`config.mk`:
```
export PLATFORM = sky130hd
export DESIGN_NAME = snow_flake_sched
export DESIGN_NICKNAME = d
export VERILOG_FILES = /design/src/rtl/snow_pkg.sv /design/src/rtl/snow_lfsr16.sv /design/src/rtl/snow_flake_sched.sv
export SDC_FILE = /design/constraint.sdc
export NUM_CORES = 1
export LEC_CHECK = 0
export BUFFER_PORTS_ARGS = -buffer_cell sky130_fd_sc_hd__buf_4
export CAP_MARGIN = 25
export CORE_MARGIN = 3
export CORE_UTILIZATION = 46
export CTS_CLUSTER_DIAMETER = 80
export CTS_CLUSTER_SIZE = 12
export DETAILED_ROUTE_END_ITERATION = 8
export PLACE_DENSITY_LB_ADDON = 0.25
export SYNTH_ARGS = -nofsm -noshare
export SYNTH_HDL_FRONTEND = slang
export SYNTH_HIERARCHICAL = 1
export SYNTH_SLANG_ARGS = --single-unit
```
`constraint.sdc`:
```
create_clock -name clk -period 7.65 [get_ports clk]
set_input_delay 1.53 -clock clk [delete_from_list [all_inputs] [get_ports clk]]
set_output_delay 1.53 -clock clk [all_outputs]
set_load 0.02 [all_outputs]
```
`src/rtl/snow_pkg.sv`:
```
// Shared constants and types for the snowflake scene scheduler.
package snow_pkg;

  localparam int SPR_W  = 25;
  localparam int SPR_H  = 17;
  localparam int C_BASE = 64;

  // Fibonacci taps 16,14,13,11 expressed as bit positions 15,13,12,10.
  localparam logic [15:0] LFSR_TAPS = 16'hB400;

  typedef enum logic {
    IDLE   = 1'b0,
    UPDATE = 1'b1
  } state_t;

  // One flake: top-left row/column of its sprite box and its fall speed.
  // The speed is 1 or 2 lines per update step.
  typedef struct packed {
    logic [10:0] r;
    logic [10:0] c;
    logic [1:0]  speed;
  } flake_t;

endpackage

```
`src/rtl/snow_lfsr16.sv`:
```
// 16-bit Fibonacci LFSR used as the respawn-column random source.
module snow_lfsr16 #(
  parameter logic [15:0] SEED = 16'hACE1
) (
  input  logic        clk,
  input  logic        rst,
  input  logic        step,
  output logic [15:0] q
);
  import snow_pkg::*;

  logic fb;

  // Feedback is the parity of the tapped bits.
  always_comb begin
    fb = ^(q & LFSR_TAPS);
  end

  // Shift left by one on each requested step.
  always_ff @(posedge clk or posedge rst) begin
    if (rst) begin
      q <= SEED;
    end else if (step) begin
      q <= {q[14:0], fb};
    end
  end

endmodule

```
`src/rtl/snow_flake_sched.sv`:
```
// Multi-snowflake scheduler: per-frame position update during vblank and
// per-pixel lowest-index flake selection for the shared sprite lookup.
module snow_flake_sched #(
  parameter int          N_FLAKES = 4,
  parameter int          SPR_W    = snow_pkg::SPR_W,
  parameter int          SPR_H    = snow_pkg::SPR_H,
  parameter int          V_ACT    = 480,
  parameter int          C_BASE   = snow_pkg::C_BASE,
  parameter int          FALL_DIV = 2,
  parameter logic [15:0] SEED     = 16'hACE1
) (
  input  logic        clk,
  input  logic        rst,
  input  logic        frame_tick,
  input  logic        enable,
  input  logic [10:0] col,
  input  logic [10:0] row,
  output logic [10:0] col_d,
  output logic [10:0] row_d,
  output logic [10:0] snow_c,
  output logic [10:0] snow_r,
  output logic        sel_valid,
  output logic [2:0]  sel_idx,
  output logic        busy
);
  import snow_pkg::*;

  localparam logic [15:0] FD_LAST  = 16'(FALL_DIV - 1);
  localparam logic [2:0]  LAST_IDX = 3'(N_FLAKES - 1);

  state_t      state, state_nx;
  logic [2:0]  idx, idx_nx;
  logic [15:0] frame_cnt, frame_cnt_nx;
  logic        lfsr_step;
  logic [15:0] lfsr_q;

  flake_t      fl [N_FLAKES];
  logic [10:0] dr [N_FLAKES];
  logic [10:0] dc [N_FLAKES];
  logic [N_FLAKES-1:0] hit;
  logic [2:0]  hit_idx;
  logic [10:0] hit_r, hit_c;

  snow_lfsr16 #(.SEED(SEED)) u_lfsr (
    .clk  (clk),
    .rst  (rst),
    .step (lfsr_step),
    .q    (lfsr_q)
  );

  // FSM state, visit index and frame divider registers.
  always_ff @(posedge clk or posedge rst) begin
    if (rst) begin
      state     <= IDLE;
      idx       <= 3'd0;
      frame_cnt <= 16'd0;
    end else begin
      state     <= state_nx;
      idx       <= idx_nx;
      frame_cnt <= frame_cnt_nx;
    end
  end

  // Next state: divide frame ticks, then walk every flake once per update.
  always_comb begin
    state_nx     = state;
    idx_nx       = idx;
    frame_cnt_nx = frame_cnt;
    busy         = 1'b0;
    lfsr_step    = 1'b0;
    case (state)
      IDLE: begin
        if (frame_tick && enable) begin
          if (frame_cnt >= FD_LAST) begin
            frame_cnt_nx = 16'd0;
            idx_nx       = 3'd0;
            state_nx     = UPDATE;
          end else begin
            frame_cnt_nx = frame_cnt + 16'd1;
          end
        end
      end
      UPDATE: begin
        busy      = 1'b1;
        lfsr_step = 1'b1;
        if (idx == LAST_IDX) begin
          idx_nx   = 3'd0;
          state_nx = IDLE;
        end else begin
          idx_nx = idx + 3'd1;
        end
      end
      default: state_nx = IDLE;
    endcase
  end

  // Flake positions: advance the visited flake, respawning it at the top
  // with a random column and speed once it falls past the active area.
  always_ff @(posedge clk or posedge rst) begin
    if (rst) begin
      for (int i = 0; i < N_FLAKES; i++) begin
        fl[i].r     <= 11'(i * (V_ACT / N_FLAKES));
        fl[i].c     <= 11'(C_BASE + i * 128);
        fl[i].speed <= 2'd1;
      end
    end else if (state == UPDATE) begin
      for (int i = 0; i < N_FLAKES; i++) begin
        if (idx == 3'(i)) begin
          if (({1'b0, fl[i].r} + {10'd0, fl[i].speed}) >= 12'(V_ACT)) begin
            fl[i].r     <= 11'd0;
            fl[i].c     <= 11'(C_BASE) + {2'b00, lfsr_q[8:0]};
            fl[i].speed <= {1'b0, lfsr_q[9]} + 2'd1;
          end else begin
            fl[i].r <= fl[i].r + {9'd0, fl[i].speed};
          end
        end
      end
    end
  end

  // Hit test per flake with wrapping differences, then lowest-index priority.
  always_comb begin
    hit     = '0;
    hit_idx = 3'd0;
    hit_r   = 11'd0;
    hit_c   = 11'd0;
    for (int i = 0; i < N_FLAKES; i++) begin
      dr[i]  = row - fl[i].r;
      dc[i]  = col - fl[i].c;
      hit[i] = (dr[i] < 11'(SPR_H)) && (dc[i] < 11'(SPR_W));
    end
    for (int i = N_FLAKES - 1; i >= 0; i--) begin
      if (hit[i]) begin
        hit_idx = 3'(i);
        hit_r   = fl[i].r;
        hit_c   = fl[i].c;
      end
    end
  end

  // Selection register stage; sprite coordinates hold when nothing is hit.
  always_ff @(posedge clk or posedge rst) begin
    if (rst) begin
      col_d     <= 11'd0;
      row_d     <= 11'd0;
      snow_r    <= 11'd0;
      snow_c    <= 11'd0;
      sel_valid <= 1'b0;
      sel_idx   <= 3'd0;
    end else begin
      col_d     <= col;
      row_d     <= row;
      sel_valid <= |hit;
      sel_idx   <= hit_idx;
      if (|hit) begin
        snow_r <= hit_r;
        snow_c <= hit_c;
      end
    end
  end

endmodule
```
Word-level counts from Yosys, hierarchy flattened
Index checks and enable logic that the tools add are counted.
- add/sub/neg operators: 20
- multiply operators: 0
- divide/modulo/power cells: 0
- magnitude comparators: 13
- eq/ne operators: 5
- shifts and indexed selects: 0
- mux-type cells: 26
- bitwise logic cells: 1
- reductions and logical operators: 18
- operators with widths (operator ; count):
    $mux W11 ; 12
    $lt A11 B5 Y1 const B ; 8
    $sub A11 B11 Y11 ; 8
    $add A11 B2 Y12 ; 4
    $ge A12 B9 Y1 const B ; 4
    $add A11 B2 Y11 ; 4
    $mux W3 ; 6
    $add A16 B1 Y16 const B ; 1
    $ge A16 B1 Y1 const B ; 1
    $mux W16 ; 1
    $reduce_xor A16 Y1 ; 1
    $reduce_and A2 Y1 ; 6
    $reduce_and A3 Y1 ; 4
    $add A7 B9 Y10 const A ; 1
    $eq A3 B2 Y1 const B ; 2
    $pmux W3 S2 ; 1
    $logic_and A1 B1 Y1 ; 5
    $mux W1 ; 4
    $ne A2 B2 Y1 const B ; 2
    $reduce_or A4 Y1 ; 1
    $add A3 B1 Y3 const B ; 1
    $eq A3 B1 Y1 const B ; 1
    $logic_not A3 Y1 ; 1
    $add A1 B1 Y2 const B ; 1
    other kinds (3) ; 3
- bits in registers: 180
- bits in latches: 0
- bits in writable memories: 0
- ROM bits: 0
- input port bits: 26
- output and inout bits: 49
- word-level logic and storage cells: 105
- memories: 0

Depth between registers and ports, before layout
Gate-level depths: netlist (run 1).
- word-level depth: 7
- gate-level depth with buffers: 14
- mapped depth without buffers: 13

Modules after synthesis
The synthesis (run 1) kept the hierarchy.
- modules (own cells, without submodules) (module ; instances ; cells each ; area an instance (sq um) ; seq. area each (sq um)):
    snow_flake_sched ; 1 ; 1450 ; 12363.1 ; 3983.8
    snow_lfsr16 ; 1 ; 39 ; 679.4 ; 410.4

Worst setup path after synthesis (run 1)
No wires, ideal clock.
- path kind: input to register
- start: in col[0]
- end: reg snow_c[8]
- library setup time: 0.121 ns
- arrival: 4.753 ns
- data required time: 7.529 ns
- path slack: 2.776 ns
- stages: 14
- buffers on the path: 1
- cells stage by stage: inv_1 > ha_1 > inv_1 > fa_1 > a21o_1 > a311o_1 > or2_1 > mux2_4 > or4_4 > or4_4 > buf_6 > nand3_2 > a221o_1 > nand2_1
- word-level cells in the longest chain between the ends: 7
- elaborated cells between the ends (all ways): 17
- those cells by class: add/sub (4); order compare (4); mux (4); reduce/logical (5)
- ends and longest elaborated chain (item ; RTL line ; text):
    start, declared ; snow_flake_sched.sv:16 ; input logic [10:0] col,
    $sub A11 B11 Y11 ; snow_flake_sched.sv:129 ; dc[i] = col - fl[i].c;
    $lt A11 B5 Y1 ; snow_flake_sched.sv:130 ; hit[i] = (dr[i] < 11'(SPR_H)) && (dc[i] < 11'(SPR_W));
    $logic_and A1 B1 Y1 ; snow_flake_sched.sv:130 ;
    $mux W11 (4 in series) ; snow_flake_sched.sv:133 ; if (hit[i]) begin
    end signal, assigned ; snow_flake_sched.sv:157 ; snow_c <= hit_c;
    end, declared ; snow_flake_sched.sv:20 ; output logic [10:0] snow_c,
Parallel ways exist; a longest one is shown, timed or not.
A chain may end at the register's enable or synchronous reset.

Worst setup path in the final report (run 1)
- start: in row[0]
- end: reg snow_r[2]
- word-level cells in the longest chain between the ends: 7
- elaborated cells between the ends (all ways): 17
- those cells by class: add/sub (4); order compare (4); mux (4); reduce/logical (5)
- ends and longest elaborated chain (item ; RTL line ; text):
    start, declared ; snow_flake_sched.sv:17 ; input logic [10:0] row,
    $sub A11 B11 Y11 ; snow_flake_sched.sv:128 ; dr[i] = row - fl[i].r;
    $lt A11 B5 Y1 ; snow_flake_sched.sv:130 ;
    $logic_and A1 B1 Y1 ; snow_flake_sched.sv:130 ;
    $mux W11 (4 in series) ; snow_flake_sched.sv:133 ;
    end signal, assigned ; snow_flake_sched.sv:156 ; snow_r <= hit_r;
    end, declared ; snow_flake_sched.sv:21 ; output logic [10:0] snow_r,
Parallel ways exist; a longest one is shown, timed or not.

==> results of run 1 <==
==> Yosys cell counts, drive strengths merged, types with 8 or more instances <==
cell / n / area share, %
mux2i: 16 / 1.2
nand2: 137 / 3.9
xor2: 16 / 1.1
mux2: 22 / 2.2
nor2b: 25 / 1.2
nor4: 23 / 1.3
buf: 14 / 1.1
clkbuf: 34 / 1.4
a211oi: 8 / 0.46
dfrtp: 142 / 27
xnor2: 27 / 1.8
ha: 96 / 9.2
o21a: 13 / 0.75
inv: 119 / 3.4
a31oi: 22 / 1.1
a21oi: 97 / 3.7
or2: 13 / 0.62
nand2b: 23 / 1.1
dfstp: 32 / 6.4
a221o: 20 / 1.5
o31ai: 13 / 0.75
or3: 10 / 0.48
a22oi: 26 / 1.5
a21o: 13 / 0.76
nor3: 33 / 1.3
o21ai: 113 / 4.3
nor2: 109 / 3.1
and3: 15 / 0.72
nand3: 69 / 3.3
nand4: 18 / 0.86
fa: 12 / 1.8
o2111ai: 15 / 1.0
and2: 8 / 0.38
o41ai: 10 / 0.67
==> worst paths after layout <==
kind / from / end / slack (ns) / cells past startpoint
max: row[0] / snow_r[2] / 2.28 / 15
min: fl[59] / fl[59] / 0.49 / 2
max reg2reg: fl[66] / snow_r[2] / 3.02 / 13
min reg2reg: fl[59] / fl[59] / 0.49 / 2
max in group asynchronous: rst / fl[61] / 4.99 / 3
min in group asynchronous: rst / u_lfsr/q[1] / 1.20 / 2
==> layer usage <==
layer	vias to the layer above	track usage, %	wire [um]	part of all wire (%)
met4	0	6.64	845	2.3
met2	396	38.5	16800	45
met1	5608	34.4	17000	46
met3	49	4.02	2430	6.6
met5	-	0	0	0
li1	5592	-	-	-
==> state kept, by name, summed over array words and instances, names as in the netlist <==
name	count
sel_valid	1
frame_cnt	16
snow_r	11
fl	92
sel_idx	2
col_d	11
idx	3
state	1
row_d	11
u_lfsr/q	16
snow_c	10
==> power breakdown <==
group,leakage [nW],switching (mW),internal [mW],total (mW)
clock,0.300,0.430,0.502,0.931
sequential,2.24,0.0965,1.01,1.10
combinational,3.45,0.384,0.272,0.656
total,5.99,0.910,1.78,2.69
==> cells by family after synthesis <==
kind of cell               after synthesis  share of synthesized area [%]
xor gates and xnor gates                43                           2.89
adders and majority gates              108                           11.1
AOI/OAI and AO/OA                      431                           21.9
and+or+nand+nor                        525                           21.1
DFF                                    174                           33.7
muxes                                   38                           3.39
buffers and inverters                  169                           6.01
other                                    1                         0.0288
==> layout make-up <==
cell class | instances | area [um2]
clock buffer | 17 | 425
clock inverter | 15 | 200
fill | 2605 | 13400
inverter | 119 | 452
multi-input combinational | 1147 | 7900
sequential | 174 | 4390
tap | 378 | 473
timing repair buffer | 85 | 638
==> through the flow <==
stage | cell area, um2 | util (%)
6_report | 14500 | 52.0
3_3_place_gp | 13900 | 49.7
5_1_grt | 14500 | 52.0
3_5_place_dp | 13900 | 49.7
4_1_cts | 14500 | 52.0
2_1_floorplan | 13000 | -
==> worst max-delay path, delay by kind of cell <==
kind / cells / cell delay [ns]
compound gates: 4 / 1.18
fa+ha+maj: 2 / 0.68
buf+inv: 4 / 0.82
mux: 1 / 0.22
simple gates: 4 / 1.23
==> flow_summary.json, run 1 <==
{
  "cp-end-kind": "flip-flop",
  "area_growth_pct": 11.0,
  "drive_gt1_share_pct": 14.1,
  "port-buffer-count": 72,
  "layout_min_cycle_time_ns": 5.37,
  "core-area_mm2": 0.0279,
  "rows": 61,
  "cts_buffer_depth": 2,
  "fin_skew_ns": 0.0186,
  "grt.overflow.total": 0,
  "worstPathRequired_ns": 7.96,
  "cts_buffers": 17,
  "setup_slack_ns": 2.28,
  "cp_slowest_cell": "and4_1",
  "ys_ff_latch": 174,
  "ys_types": 90,
  "cts.sinks": 174,
  "htree_num_levels": 4,
  "syn_area_mm2": 0.0130,
  "worst_pin_slew_ns": 1.04,
  "drcViolationCount": 0,
  "async_flop_share_pct": 100,
  "pwr_density_cell_mw_per_mm2": 186,
  "cts_setup_buffers": 0,
  "peakVddDrop_v": 0.000145,
  "hpwlAfterDp_um": 28700,
  "initial_core_util_pct": 46.8,
  "ios": 75,
  "maxCapViolCount": 0,
  "ys_seq_area_share_pct": 33.7,
  "vias": 11600,
  "ys_warn_count": 6,
  "p_leak_nw": 5.99,
  "grt_max_degree": 102,
  "wl_per_cell_um": 19.2,
  "chipHeight_um": 174,
  "final_nets": 1678,
  "slowest_delay_ns": 0.76,
  "final_cell_mix": "142 x dfrtp_1, 137 x nand2_1, 118 x inv_1",
  "hold_viol_final": 0,
  "holdWs_ns": 0.491,
  "hold_buffers": 0,
  "finalPower_mw": 2.69,
  "postSynthAreaPerCell_um2": 8.76,
  "clk_transition_reported_paths_ns": 0.07,
  "fp.dieW_um": 174,
  "clock_latency_ns": 0.44,
  "yosys_most_used_dff": "dfrtp_1",
  "min_path_type": "flip-flop to flip-flop",
  "fin_crit_sh_pct": 70.2,
  "grt_pass1_wl_um": 59300,
  "syn_inst": 1489,
  "drt_wl_total_um": 37100,
  "dp.cells": 1903,
  "arrival_ns": 5.68,
  "finalMaxSlewViolations": 0,
  "place_ws_ns": 1.98,
  "finalNonFillerCells": 1935,
  "final_common_cell": "dfrtp_1",
  "drt_first_pass_iters": 5,
  "dr.first_iter.drc_count": 1153,
  "fmax_mhz": 186,
  "crit_path_max_fanout": 21,
  "cts_resized": 0,
  "rsz0062_at_grt": "no",
  "totalNegativeSetupSlack_ns": 0,
  "finalSetupViolCount": 0,
  "critPathKind": "input port to flip-flop",
  "path_cells": "buf_4 -> inv_1 -> ha_1 -> fa_1 -> nor2b_1 -> o31a_1 -> mux2i_1 -> o2111ai_1 -> a2111oi_0 -> and4_1 -> buf_4 -> nor4_2 -> buf_4 -> a22oi_1 -> nand2_1",
  "antenna_found_initial": 1,
  "grt_pass1_vias": 11100,
  "antenna_left": 0,
  "place_congestion": 0.915,
  "viasPerCell": 6.02,
  "status": "finished, final reports clean",
  "max_slew_margin_pct": 30.1,
  "synth_edf_count": 0,
  "clock-root-buffer": "clkbuf_16",
  "antenna_cells": 0,
  "grt_usage_pct": 24.2,
  "cp-start-kind": "input port",
  "die_area_mm2": 0.0304,
  "cts_tree": "yes",
  "cpMostUsedCell": "buf_4"
}
Power figures use the tool's default switching activity.
==> run 2: changes to the inputs <==
Clock period 7.65 ns to 4.7 ns, I/O delays scaled along.
==> flow_summary.json, run 2 (synthesized netlist as in run 1, its figures left out) <==
{
  "drive_gt1_share_pct": 14.4,
  "layout_min_cycle_time_ns": 4.27,
  "area_growth_pct": 11.1,
  "p_leak_nw": 5.99,
  "viasPerCell": 6.05,
  "switching_share_pct": 34.4,
  "hold_buffers": 0,
  "cp-end-kind": "flip-flop",
  "place_congestion": 0.939,
  "reg.largest.list": "fl x92, frame_cnt x16, u_lfsr/q x16",
  "clock_latency_ns": 0.43,
  "finalSetupViolCount": 0,
  "seq_area_mm2": 0.00439,
  "clock-root-buffer": "clkbuf_16",
  "reg2reg_to": "snow_r[0]",
  "antenna_found_initial": 0,
  "initial_core_util_pct": 46.8,
  "arrival_ns": 4.58,
  "ios": 75,
  "port-buffer-count": 72,
  "slowest_delay_ns": 0.70,
  "max_slew_margin_pct": 35.1,
  "antenna_cells": 0,
  "grt_pass1_wl_um": 60200,
  "power_frac_comb_pct": 25.8,
  "antenna_left": 0,
  "holdWs_ns": 0.490,
  "rsz0062_at_grt": "no",
  "htree_num_levels": 4,
  "crit_path_max_fanout": 21,
  "cts.sinks": 174,
  "critPathKind": "input port to flip-flop",
  "peakVddDrop_v": 0.000200,
  "hold_viol_final": 0,
  "grt.overflow.total": 0,
  "chipHeight_um": 174,
  "path_buf_inv": 3,
  "p_int_mw": 2.77,
  "crit_start": "col[0]",
  "final_nets": 1687,
  "seq_power_share_pct": 42.4,
  "cts_resized": 0,
  "cts_buffer_depth": 2,
  "maxCapViolCount": 0,
  "cp-start-kind": "input port",
  "dr.first_iter.drc_count": 1100,
  "p_switching_mw": 1.45,
  "fin_skew_ns": 0.0136,
  "cts_buffers": 17,
  "cts_setup_buffers": 0,
  "r2r-start": "fl[26]",
  "r2r_setup_slack_ns": 0.77,
  "fmax_mhz": 234,
  "status": "finished, final reports clean",
  "drt_first_pass_iters": 5,
  "drcViolationCount": 0,
  "worstPathRequired_ns": 5.01,
  "finalPower_mw": 4.22,
  "dp.cells": 1912,
  "drt_wl_total_um": 37900,
  "n_fill_cell": 2614,
  "critPathTopFamily": "simple AND/OR/NAND/NOR gates",
  "largest_reg_flops": 92,
  "final_cell_mix": "142 x dfrtp_1, 137 x nand2_1, 118 x inv_1",
  "clock_power_share_pct": 31.8,
  "fin_crit_sh_pct": 90.9,
  "core-area_mm2": 0.0279,
  "clk_transition_reported_paths_ns": 0.07,
  "crit_path_end": "snow_r[0]",
  "regMostFlops": "fl",
  "final_common_cell": "dfrtp_1",
  "grt_max_degree": 109,
  "vias": 11800,
  "pwr_density_cell_mw_per_mm2": 292,
  "multiInputGateArea_mm2": 0.00789,
  "finalNonFillerCells": 1944,
  "rows": 61,
  "grt_usage_pct": 24.6,
  "die_area_mm2": 0.0304,
  "cts_tree": "yes",
  "path_cells": "buf_4 -> inv_1 -> ha_1 -> inv_1 -> fa_1 -> a21o_1 -> a311o_1 -> or2_1 -> mux2_4 -> or4_4 -> or4_4 -> nand3_1 -> a211o_1 -> nand2_1",
  "wl_per_cell_um": 19.5,
  "min_path_type": "flip-flop to flip-flop",
  "hpwlAfterDp_um": 29200,
  "crit_cells": 14,
  "cp_slowest_cell": "or4_4",
  "fp.dieW_um": 174,
  "grt_pass1_vias": 11100,
  "finalMaxSlewViolations": 0,
  "totalNegativeSetupSlack_ns": 0,
  "reg2reg_depth": 12,
  "final_util_pct": 52.0,
  "worst_pin_slew_ns": 0.970
}
run 2: cell types whose count changed in the layout (fill, tap and decap cells not counted), sizes merged:
cell      change
inv           -3
clkinvlp      +1
clkinv        +2
buf           +9
clkbuf        +2
bufinv        -2
run 2: worst min-delay path, delay by kind of cell (launching register included):
family / cells / cell delay (ns)
flops: 1 / 0.37
compound gates: 1 / 0.07
simple gates: 1 / 0.04
run 2: routing by layer:
| metal | wire length, um | track usage [%] | vias up |
|---|---|---|---|
| met1 | 17000 | 35.3 | 5671 |
| li1 | - | - | 5598 |
| met4 | 786 | 7.10 | 0 |
| met3 | 2730 | 3.78 | 48 |
| met5 | 0 | 0 | - |
| met2 | 17300 | 38.7 | 439 |
run 2: worst min-delay path by stage:
stage / start / end / slack (ns) / cells after the start
after floorplan: fl[59] / fl[59] / 0.45 / 2
after global placement: fl[59] / fl[59] / 0.47 / 2
after detailed placement: fl[59] / fl[59] / 0.48 / 2
after CTS: fl[56] / fl[56] / 0.49 / 2
after global routing: fl[32] / fl[32] / 0.52 / 2
final: fl[56] / fl[56] / 0.49 / 2
run 2: final cells by class:
cell class | count | share of cell area (%)
Multi-Input combinational cell | 1147 | 54.5
Sequential cell | 174 | 30.3
Timing Repair Buffer | 94 | 5.13
Tap cell | 378 | 3.26
Inverter | 119 | 3.11
Clock buffer | 19 | 2.99
Clock inverter | 13 | 0.734
run 2: power groups by stage:
stage	Combinational (mW)	Sequential, mW	Clock (mW)
2_1_floorplan	0.792	1.78	0
3_3_place_gp	1.05	1.82	0
3_5_place_dp	1.07	1.82	0
4_1_cts	1.08	1.79	1.37
5_1_grt	1.20	1.81	1.43
6_report	1.09	1.79	1.35
run 2: metrics by stage:
step	area (um2)	worst slack (ns)
final	14500	0.426
after global routing	14500	0.252
after CTS	14500	0.458
after detailed placement	14000	0.0133
after global placement	14000	0.0864
after floorplan	13100	0.416
==> run 3: changes to the inputs <==
Settings changed: SKIP_CTS_REPAIR_TIMING from default to 1.
Clock period 4.7 ns to 3.61 ns, I/O delays scaled along.
==> flow_summary.json, run 3 (synthesized netlist as in run 1, its figures left out) <==
{
  "antenna_found_initial": 1,
  "peakVddDrop_v": 0.000271,
  "finalMaxSlewViolations": 0,
  "placed_cell_area_mm2": 0.0154,
  "path_cells": "buf_12 -> inv_16 -> ha_4 -> inv_2 -> fa_2 -> a21o_1 -> a311o_1 -> or2_1 -> mux2_4 -> or4_4 -> or4_4 -> buf_12 -> nand3_2 -> a221o_1 -> nand2_1",
  "p_leak_nw": 7.00,
  "hold_viol_final": 0,
  "switching_share_pct": 33.8,
  "drive_gt1_share_pct": 24.5,
  "place_ws_ns": -0.554,
  "worstPathRequired_ns": 3.93,
  "maxCapViolCount": 0,
  "drt_first_pass_iters": 7,
  "htree_num_levels": 4,
  "cts.sinks": 174,
  "cp-end-kind": "flip-flop",
  "global_route.usage.met1_pct": 37.7,
  "p_int_mw": 3.89,
  "clk_transition_reported_paths_ns": 0.08,
  "antenna_cells": 0,
  "final_cell_mix": "261 x buf_4, 142 x dfrtp_1, 137 x nand2_1",
  "design_area_mm2": 0.0162,
  "cts_buffers": 17,
  "grt_util_met3_pct": 5.07,
  "antenna_left": 0,
  "crit_path_max_fanout": 6,
  "dr.first_iter.drc_count": 1214,
  "final_common_cell": "buf_4",
  "die_area_mm2": 0.0304,
  "arrival_ns": 3.98,
  "drcViolationCount": 0,
  "r2r_setup_slack_ns": -0.02,
  "cp_slowest_cell": "or4_4",
  "seq_power_share_pct": 39.8,
  "layout_min_cycle_time_ns": 3.67,
  "power_frac_comb_pct": 26.6,
  "p_switching_mw": 1.99,
  "hpwlAfterDp_um": 31700,
  "viasPerCell": 5.89,
  "initial_core_util_pct": 46.8,
  "min_path_type": "input port to async pin",
  "reg2reg_depth": 13,
  "setup_slack_ns": -0.0575,
  "final_nets": 1870,
  "totalNegativeSetupSlack_ns": -0.600,
  "max_slew_margin_pct": 38.3,
  "fin_skew_ns": 0.0148,
  "wl_per_cell_um": 19.2,
  "worst_pin_slew_ns": 0.922,
  "core-area_mm2": 0.0279,
  "status": "finished, violations left",
  "slowest_delay_ns": 0.58,
  "cts_buffer_depth": 2,
  "cp-start-kind": "input port",
  "fmax_mhz": 273,
  "reg2reg_to": "snow_c[9]",
  "clock-root-buffer": "clkbuf_16",
  "r2r-start": "fl[26]",
  "fp.dieW_um": 174,
  "chipHeight_um": 174,
  "rsz0062_at_grt": "yes",
  "grt_usage_pct": 26.5,
  "grt_max_degree": 53,
  "pwr_density_cell_mw_per_mm2": 362,
  "regMostFlops": "fl",
  "area_growth_pct": 24.5,
  "grt_pass1_wl_um": 64200,
  "top_usage_layer": "met2",
  "fin_crit_sh_pct": 102,
  "drt_wl_total_um": 40900,
  "port-buffer-count": 72,
  "finalSetupViolCount": 17,
  "rows": 61,
  "cts_tree": "yes",
  "grt_pass1_vias": 12000,
  "grt.overflow.total": 0,
  "clock_power_share_pct": 33.6,
  "place_congestion": 0.992,
  "ios": 75,
  "critPathKind": "input port to flip-flop",
  "met2_usage_pct": 41.0,
  "largest_reg_flops": 92,
  "reg.largest.list": "fl x92, frame_cnt x16, u_lfsr/q x16",
  "clock_latency_ns": 0.43,
  "violations": "negative setup slack",
  "vias": 12500
}
==> run 3: metrics by stage <==
step	hold slack, ns	cells	power (mW)	utilization [%]
floorplan	0.450	1490	3.35	-
global placement	0.467	2089	3.87	55.2
detailed placement	0.481	2089	3.90	55.2
CTS	0.375	2121	5.88	57.5
global route	0.385	2127	6.17	58.3
finish	0.384	2127	5.88	58.3
==> run 3: critical path: cells and delay by family <==
kind | cells | cell delay (ns)
AOI/OAI and AO/OA | 3 | 0.70
adders and majority gates | 2 | 0.45
buffers and inverters | 4 | 0.39
muxes | 1 | 0.31
and+or+nand+nor | 5 | 1.38
==> run 3: worst max path at each step <==
stage	startpoint	endpoint	slack (ns)	depth (start not counted)
3_5_place_dp	col[0]	snow_c[2]	-0.55	15
2_1_floorplan	col[0]	snow_r[7]	-0.25	14
5_1_grt	col[0]	snow_r[7]	-0.12	15
6_report	col[0]	snow_c[9]	-0.06	15
4_1_cts	col[0]	snow_c[5]	-0.10	16
3_3_place_gp	col[0]	snow_c[9]	-0.51	15
==> run 3: final cells by class <==
class                           instances  area, um2
Tap cell                              378        473
Fill cell                            2458      11600
Timing Repair Buffer                  277       2270
Clock buffer                           17        425
Inverter                              119        467
Sequential cell                       174       4390
Multi-Input combinational cell       1147       8000
Clock inverter                         15        204
==> run 3: power by group through the flow <==
stage	registers (mW)	logic (mW)	clock network [mW]
global placement	2.37	1.51	0
finish	2.34	1.56	1.98
CTS	2.34	1.54	2.00
detailed placement	2.37	1.53	0
floorplan	2.32	1.03	0
global route	2.36	1.71	2.10
==> run 3: routing by layer <==
layer / routed length (um) / vias up
met2: 18100 / 469
met1: 18400 / 6008
met4: 1160 / 0
met5: 0 / -
li1: - / 5982
met3: 3280 / 60
